### config.mk
export PLATFORM = sky130hd
export DESIGN_NAME = pipe_hazard_ctrl
export DESIGN_NICKNAME = d
export VERILOG_FILES = /design/src/rtl/pipe_hazard_ctrl.sv
export SDC_FILE = /design/constraint.sdc
export NUM_CORES = 1
export LEC_CHECK = 0
export ABC_AREA = 0
export BUFFER_PORTS_ARGS = -buffer_cell sky130_fd_sc_hd__buf_2
export CAP_MARGIN = 20
export CELL_PAD_IN_SITES_DETAIL_PLACEMENT = 1
export CELL_PAD_IN_SITES_GLOBAL_PLACEMENT = 1
export CORE_UTILIZATION = 29
export CTS_CLUSTER_SIZE = 14
export DETAILED_ROUTE_END_ITERATION = 7
export GPL_TIMING_DRIVEN = 0
export PLACE_DENSITY = 0.86
export SKIP_LAST_GASP = 1
export SLEW_MARGIN = 20
export SYNTH_ARGS = -nofsm -noshare
export SYNTH_HDL_FRONTEND = slang
export SYNTH_SLANG_ARGS = --single-unit
### constraint.sdc
create_clock -name clk -period 3.95 [get_ports clk]
set_input_delay 1.185 -clock clk [delete_from_list [all_inputs] [get_ports clk]]
set_output_delay 1.185 -clock clk [all_outputs]
set_load 0.03 [all_outputs]
### src/rtl/pipe_hazard_ctrl.sv
// rtl/pipe_hazard_ctrl.sv - stall/flush scheduler and multiply/divide busy sequencer for the 5-stage pipeline
// Optional stall statistics counters: define PIPE_STALL_STATS_EN.
module pipe_hazard_ctrl #(
  parameter int MULT_CYCLES = 5,
  parameter int DIV_CYCLES  = 10
) (
  input  logic        clk,
  input  logic        reset,
  input  logic [4:0]  D_rs,
  input  logic [4:0]  D_rt,
  input  logic [1:0]  D_tuse_rs,
  input  logic [1:0]  D_tuse_rt,
  input  logic        D_is_md,
  input  logic        D_eret,
  input  logic [4:0]  E_wa,
  input  logic [1:0]  E_tnew,
  input  logic [4:0]  M_wa,
  input  logic [1:0]  M_tnew,
  input  logic        E_md_start,
  input  logic        E_md_is_div,
  input  logic        E_mtc0_epc,
  input  logic        M_mtc0_epc,
  input  logic        int_exc_req,
  output logic        PC_en,
  output logic        D_en,
  output logic        E_flush,
  output logic        D_null_slot,
  output logic        md_busy,
`ifdef PIPE_STALL_STATS_EN
  output logic [31:0] stall_cnt,
  output logic [31:0] md_stall_cnt,
`endif
  output logic        stall
);

  localparam int MAX_CYC = (MULT_CYCLES > DIV_CYCLES) ? MULT_CYCLES : DIV_CYCLES;
  localparam int CW      = (MAX_CYC > 1) ? $clog2(MAX_CYC) : 1;
  localparam logic [CW-1:0] MULT_LOAD = CW'(MULT_CYCLES - 1);
  localparam logic [CW-1:0] DIV_LOAD  = CW'(DIV_CYCLES - 1);

  typedef enum logic {MD_IDLE, MD_BUSY} md_state_t;

  md_state_t     md_state, md_state_nxt;
  logic [CW-1:0] md_cnt, md_cnt_nxt;

  logic stall_rs, stall_rt, stall_md, stall_eret, stall_raw;

  always_ff @(posedge clk) begin
    if (reset) begin
      md_state <= MD_IDLE;
      md_cnt   <= '0;
    end else begin
      md_state <= md_state_nxt;
      md_cnt   <= md_cnt_nxt;
    end
  end

  // A start while busy cannot occur: stall_md holds the issuing instruction in D.
  always_comb begin
    md_state_nxt = md_state;
    md_cnt_nxt   = md_cnt;
    case (md_state)
      MD_IDLE: begin
        if (E_md_start) begin
          md_state_nxt = MD_BUSY;
          md_cnt_nxt   = E_md_is_div ? DIV_LOAD : MULT_LOAD;
        end
      end
      MD_BUSY: begin
        if (md_cnt == '0) md_state_nxt = MD_IDLE;
        else              md_cnt_nxt   = md_cnt - 1'b1;
      end
      default: md_state_nxt = MD_IDLE;
    endcase
  end

  always_comb begin
    md_busy = (md_state == MD_BUSY);
  end

  assign stall_rs   = (D_rs != 5'd0) &&
                      ((D_rs == E_wa && E_tnew > D_tuse_rs) || (D_rs == M_wa && M_tnew > D_tuse_rs));
  assign stall_rt   = (D_rt != 5'd0) &&
                      ((D_rt == E_wa && E_tnew > D_tuse_rt) || (D_rt == M_wa && M_tnew > D_tuse_rt));
  assign stall_md   = D_is_md && (md_busy || E_md_start);
  assign stall_eret = D_eret && (E_mtc0_epc || M_mtc0_epc);
  assign stall_raw  = stall_rs | stall_rt | stall_md | stall_eret;

  // Exceptions override any hazard: the pipeline redirects and D/E is squashed.
  always_comb begin
    PC_en       = 1'b1;
    D_en        = 1'b1;
    E_flush     = 1'b0;
    D_null_slot = 1'b0;
    stall       = 1'b0;
    if (!reset) begin
      if (int_exc_req) begin
        E_flush = 1'b1;
      end else if (stall_raw) begin
        PC_en   = 1'b0;
        D_en    = 1'b0;
        E_flush = 1'b1;
        stall   = 1'b1;
      end else begin
        D_null_slot = D_eret;
      end
    end
  end

`ifdef PIPE_STALL_STATS_EN
  always_ff @(posedge clk) begin
    if (reset) begin
      stall_cnt    <= '0;
      md_stall_cnt <= '0;
    end else if (!int_exc_req) begin
      if (stall)    stall_cnt    <= stall_cnt + 32'd1;
      if (stall_md) md_stall_cnt <= md_stall_cnt + 32'd1;
    end
  end
`endif

endmodule
### Yosys cells after proc, flatten, opt, wreduce, memory -nomap -nowiden

Cells that the tools add are included.

| word-level totals | value |
|---|---|
| flip-flop bits (word level) | 5 |
| latch bits | 0 |
| memory bits (writable) | 0 |
| bits in read-only memories | 0 |
| input bits | 37 |
| output and inout bits | 6 |
| logic and storage cells | 51 |
| memories kept | 0 |

| operators by class | value |
|---|---|
| $add $sub $neg | 1 |
| multipliers | 0 |
| divide/modulo/power cells | 0 |
| $lt $le $gt $ge | 4 |
| equal/unequal tests | 6 |
| shift operators | 0 |
| muxes and demuxes | 18 |
| bitwise gates (word level) | 4 |
| reductions and logical operators | 16 |

Operators by type and width:

| kind | count |
|---|---|
| $eq A5 B5 Y1 | 4 |
| $mux W1 | 13 |
| $mux W4 | 3 |
| $reduce_bool A5 Y1 | 2 |
| $gt A2 B2 Y1 | 4 |
| $logic_and A1 B1 Y1 | 8 |
| $pmux W4 S2 | 1 |
| $logic_not A4 Y1 | 1 |
| $logic_or A1 B1 Y1 | 4 |
| $ne A2 B2 Y1 const B | 2 |
| $sub A4 B1 Y4 const B | 1 |
| $or A1 B1 Y1 | 3 |
| $pmux W1 S2 | 1 |
| $reduce_and A2 Y1 | 1 |
| $not A1 Y1 | 1 |

### Logic depth before layout (Yosys ltp)

| logic depth | value |
|---|---|
| word-level depth | 10 |
| gate-level depth with buffers | 8 |
| gate-level depth less buffers | 7 |

### Worst setup path before layout

No wires, ideal clock.

| timing path | value |
|---|---|
| path type | input to output |
| from | input D_rs[1] |
| to | output PC_en |
| data arrival time | 3.086 ns |
| required time | 2.765 ns |
| slack | -0.321 ns |
| stages on the path | 4 |
| path buffers | 1 |
| path through | or4_1 -> o22a_1 -> o31ai_1 -> buf_4 |

| on the way | value |
|---|---|
| word-level cells in the longest chain between the ends | 10 |
| elaborated cells between the ends (all ways) | 13 |
| those cells by class | eq/ne (2); mux (3); bitwise (3); reduce/logical (5) |

Ends and longest elaborated chain:

| what | line | RTL |
|---|---|---|
| start: declaration | 9 | `input logic [4:0] D_rs,` |
| $eq A5 B5 Y1 | 82 | `((D_rs == E_wa && E_tnew > D_tuse_rs) \|\| (D_rs == M_wa && M_tnew > D_tuse_rs));` |
| $logic_and A1 B1 Y1 | 82 |  |
| $logic_or A1 B1 Y1 | 82 |  |
| $logic_and A1 B1 Y1 * | 81 | `assign stall_rs = (D_rs != 5'd0) &&` |
| $or A1 B1 Y1 * (3 in series) | 87 | `assign stall_raw = stall_rs \| stall_rt \| stall_md \| stall_eret;` |
| $mux W1 * (3 in series) | - |  |
| end: declaration | 24 | `output logic PC_en,` |

Every way passes the cells marked *; elsewhere a longest branch is shown, timed or not.

### Final worst setup path

| timing path | value |
|---|---|
| from | input D_tuse_rs[1] |
| to | output E_flush |

| on the way | value |
|---|---|
| word-level cells in the longest chain between the ends | 10 |
| elaborated cells between the ends (all ways) | 12 |
| those cells by class | order compare (2); mux (3); bitwise (3); reduce/logical (4) |

Ends and longest elaborated chain:

| what | line | RTL |
|---|---|---|
| start: declaration | 11 | `input logic [1:0] D_tuse_rs,` |
| $gt A2 B2 Y1 | 82 |  |
| $logic_and A1 B1 Y1 | 82 |  |
| $logic_or A1 B1 Y1 * | 82 |  |
| $logic_and A1 B1 Y1 * | 81 |  |
| $or A1 B1 Y1 * (3 in series) | 87 |  |
| $mux W1 * | 99 | `end else if (stall_raw) begin` |
| $mux W1 * | 97 | `if (int_exc_req) begin` |
| $mux W1 * | 96 | `if (!reset) begin` |
| end: declaration | 26 | `output logic E_flush,` |

Marked as above.

==> impl_metrics.env <==
export IMPL_run_status="complete, no violations"
export IMPL_synth_top_family_by_area="XOR/XNOR gates"
export IMPL_synth_area_top_cells="sky130_fd_sc_hd__ha_1, sky130_fd_sc_hd__xnor2_1, sky130_fd_sc_hd__dfxtp_1"
export IMPL_synth_adder_area_share_pct=16.29
export IMPL_floorplan_initialDensity_pct=30.73
export IMPL_drt_antenna_violating_nets=0
export IMPL_rows=18
export IMPL_track_usage_pct=17.28
export IMPL_endpoint_kind="output port"
export IMPL_drtIter0Drc=2
export IMPL_routed_wire_length_per_instance_um=13.88
export IMPL_synth_cells=101
export IMPL_max_cap_violations=0
export IMPL_place_congestion=0.7640
export IMPL_yosys_area_top_type="sky130_fd_sc_hd__ha_1"
export IMPL_setup_skew_ns=0.005464
export IMPL_power_density_nw_per_um2=232.5
export IMPL_critical_path_startpoint_type="input pin"
export IMPL_grt_max_degree=10
export IMPL_fin_hold_ws_ns=0.5108
export IMPL_finalSetupViolations=0
export IMPL_grt_pass1_vias=928
export IMPL_synth_area_mux_share_pct=2.606
export IMPL_number_of_cts_inserted_buffers=3
export IMPL_avgViaCountPerCell=5.186
export IMPL_maximum_clock_insertion_buffer_count=2
export IMPL_synthSimpleGateAreaFrac_pct=18.57
export IMPL_layout_area_overhead_vs_synth_pct=41.53
export IMPL_worst_path_most_repeated_cell="sky130_fd_sc_hd__buf_2"
export IMPL_most_frequent_standard_cell_in_the_layout_excluding_fill_and_tap_cells="sky130_fd_sc_hd__buf_2"
export IMPL_report_final_hold_viol_count=0
export IMPL_worst_slack_ns=0.07746
export IMPL_synth_seq_cells=5
export IMPL_synth_compound_gate_area_share_pct=18.40
export IMPL_total_vias_in_the_final_route=918
export IMPL_worst_path_buf_inv=3
export IMPL_die_area_um2=2859
export IMPL_routed_wirelength_um=2456
export IMPL_design_portCount=43
export IMPL_most_common_layout_cells="sky130_fd_sc_hd__buf_2, sky130_fd_sc_hd__inv_1, sky130_fd_sc_hd__xnor2_1"
export IMPL_post_cts_buffers=0
export IMPL_grt_first_pass_wirelength_um=3650
export IMPL_cts_max_level=1
export IMPL_drt_drc_violations_left=0
export IMPL_crit_family="compound AO/OA/AOI/OAI gates"
export IMPL_crit_path_max_fanout=4
export IMPL_cts_tree="built"
export IMPL_final_net_count=195
export IMPL_buffer_ports_inserted=42
export IMPL_synth_lib_cells_used_distinct=27
export IMPL_chipWidth_um=53.47
export IMPL_final_max_slew_violation_count=0
export IMPL_final_cell_area_um2=1087
export IMPL_postSynth_topFlopCell="sky130_fd_sc_hd__dfxtp_1"
export IMPL_drtPass1Iterations=4
export IMPL_design_power_total_uw=252.8
export IMPL_timing_critical_path_slowest_cell_delay_ns=0.38
export IMPL_synth_net_count=148
export IMPL_fmaxAchievable_mhz=258.2
export IMPL_arrival_ns=2.69
export IMPL_cts_hold_fix_buffers=0
export IMPL_syn_avg_cell_area_um2=7.606
export IMPL_setup_worst_path_class="input pin to output port"
export IMPL_clock_tree_root_cell="sky130_fd_sc_hd__clkbuf_4"
export IMPL_final_min_clock_period_ns=3.873
export IMPL_timing_critical_path_required_ns=2.76
export IMPL_fillerInstances=346
export IMPL_num_antenna_cells=0
export IMPL_hpwlAfterDp_um=2110
export IMPL_min_path_type="flip-flop to flip-flop"
export IMPL_post_synthesis_share_of_cell_area_spent_on_xor_and_xnor_gates_pct=22.80
export IMPL_synth_warning_count=0
export IMPL_timing_slew_headroom_pct=73.83
export IMPL_core_area_um2=2500
export IMPL_synth_seq_area_share_pct=13.03
export IMPL_slowest_cell_on_the_critical_path="sky130_fd_sc_hd__o41a_1"
export IMPL_placement_setup_worst_slack_ns=-0.05808
export IMPL_synth_area_um2=768.2
export IMPL_timing_final_crit_share_pct=98.04
export IMPL_cts_num_sinks=5
export IMPL_leakage_uw=0.0005067
export IMPL_largest_voltage_drop_on_the_vdd_net_uv=194.3
export IMPL_clk_pin_slew_ns=0.05
export IMPL_placed_area_um2=1027
export IMPL_clkLatencyLatePin_ns=0.24
export IMPL_grt_overflow=0
export IMPL_tightest_slew_ns=0.3925
export IMPL_dieHeight_um=53.47
export IMPL_grt_antenna_before_repair=0
export IMPL_synth_enable_flop_cells=0
export IMPL_path_cells="buf_2, inv_1, ha_1, a21oi_1, nor4_2, o22a_2, o41a_1, buf_2"
export IMPL_drive_above_1_share_pct=37.41
export IMPL_async_flop_share_pct=0
export IMPL_synth_top_cell_area_share_pct=16.29
## routing by layer
metal	wire [um]	track usage (%)	share of wire [%]
met3	166	0.2874	6.8
met5	0	0	0
met2	1269	33.54	52
met4	41	9.211	1.7
met1	979	18.41	40
## power by group
| group | switching, uW | internal, uW | leakage [uW] |
|---|---|---|---|
| combinational | 73.4 | 57.5 | 0.000450 |
| clock | 20.7 | 38.2 | 0.0000150 |
| sequential | 5.30 | 57.7 | 0.0000414 |
## worst reg2reg max path, stage by stage (launching register included)
cell and delay [ns]:
sky130_fd_sc_hd__dfxtp_1 0.31, sky130_fd_sc_hd__clkbuf_1 0.33, sky130_fd_sc_hd__nor2b_1 0.25, sky130_fd_sc_hd__nand3b_1 0.22, sky130_fd_sc_hd__o21ai_0 0.18, sky130_fd_sc_hd__a32oi_1 0.08
sky130_fd_sc_hd__nor2_1 0.11
## path summary, 6_finish.rpt
kind	from	end	slack, ns	cells after the start
min reg2reg	md_cnt[3]$_SDFFE_PP0P_	md_cnt[3]$_SDFFE_PP0P_	0.51	2
max	D_tuse_rs[1]	E_flush	0.08	8
max reg2reg	md_busy$_SDFF_PP0_	md_cnt[1]$_SDFFE_PP0P_	2.40	6
min	md_cnt[3]$_SDFFE_PP0P_	md_cnt[3]$_SDFFE_PP0P_	0.51	2
## registers in the layout, indices dropped and copies added, names as in the netlist
register and count:
md_busy 1, md_cnt 4
## cell type report
cell class / instances / area (um^2) / share of cell area [%]
well taps: 30 / 37.54 / 3.452
clock buffers: 4 / 26.28 / 2.417
inverters: 14 / 52.55 / 4.833
multi-input cells: 80 / 646.9 / 59.49
plain buffers: 2 / 11.26 / 1.036
flip-flops and latches: 5 / 100.1 / 9.206
repair buffers: 42 / 212.7 / 19.56
## Yosys cell counts (all sizes together), types with 2 or more instances
master   n
a21oi    5
a22oi    2
dfxtp    5
ha      10
inv     14
mux2i    2
nand2    9
nand4    4
nor2     5
nor4     5
o21ai    4
o22a     2
or4      2
xnor2   12
xor2     8
## cells by family (layout without fill, tap and decap cells)
| kind of cell | count (synthesis) | after routing |
|---|---|---|
| simple gates | 28 | 28 |
| buf+inv | 16 | 62 |
| compound gates | 20 | 20 |
| flops | 5 | 5 |
| mux | 2 | 2 |
| xor+xnor | 20 | 20 |
| fa+ha+maj | 10 | 10 |
## stage by stage
step	instances	setup TNS [ns]	utilization [%]
2_1_floorplan	101	-0.03510	-
3_3_place_gp	173	0	41.09
3_5_place_dp	173	-0.09316	41.09
4_1_cts	177	0	42.19
5_1_grt	177	-0.002331	43.49
6_report	177	0	43.49
## timing repair
item	CTS	global route
endpoints found under the setup margin	3	5
gates resized for setup	1	7
endpoints found under the hold margin	0	0
pin swaps	1	6
(Power assumes the default switching activity.)
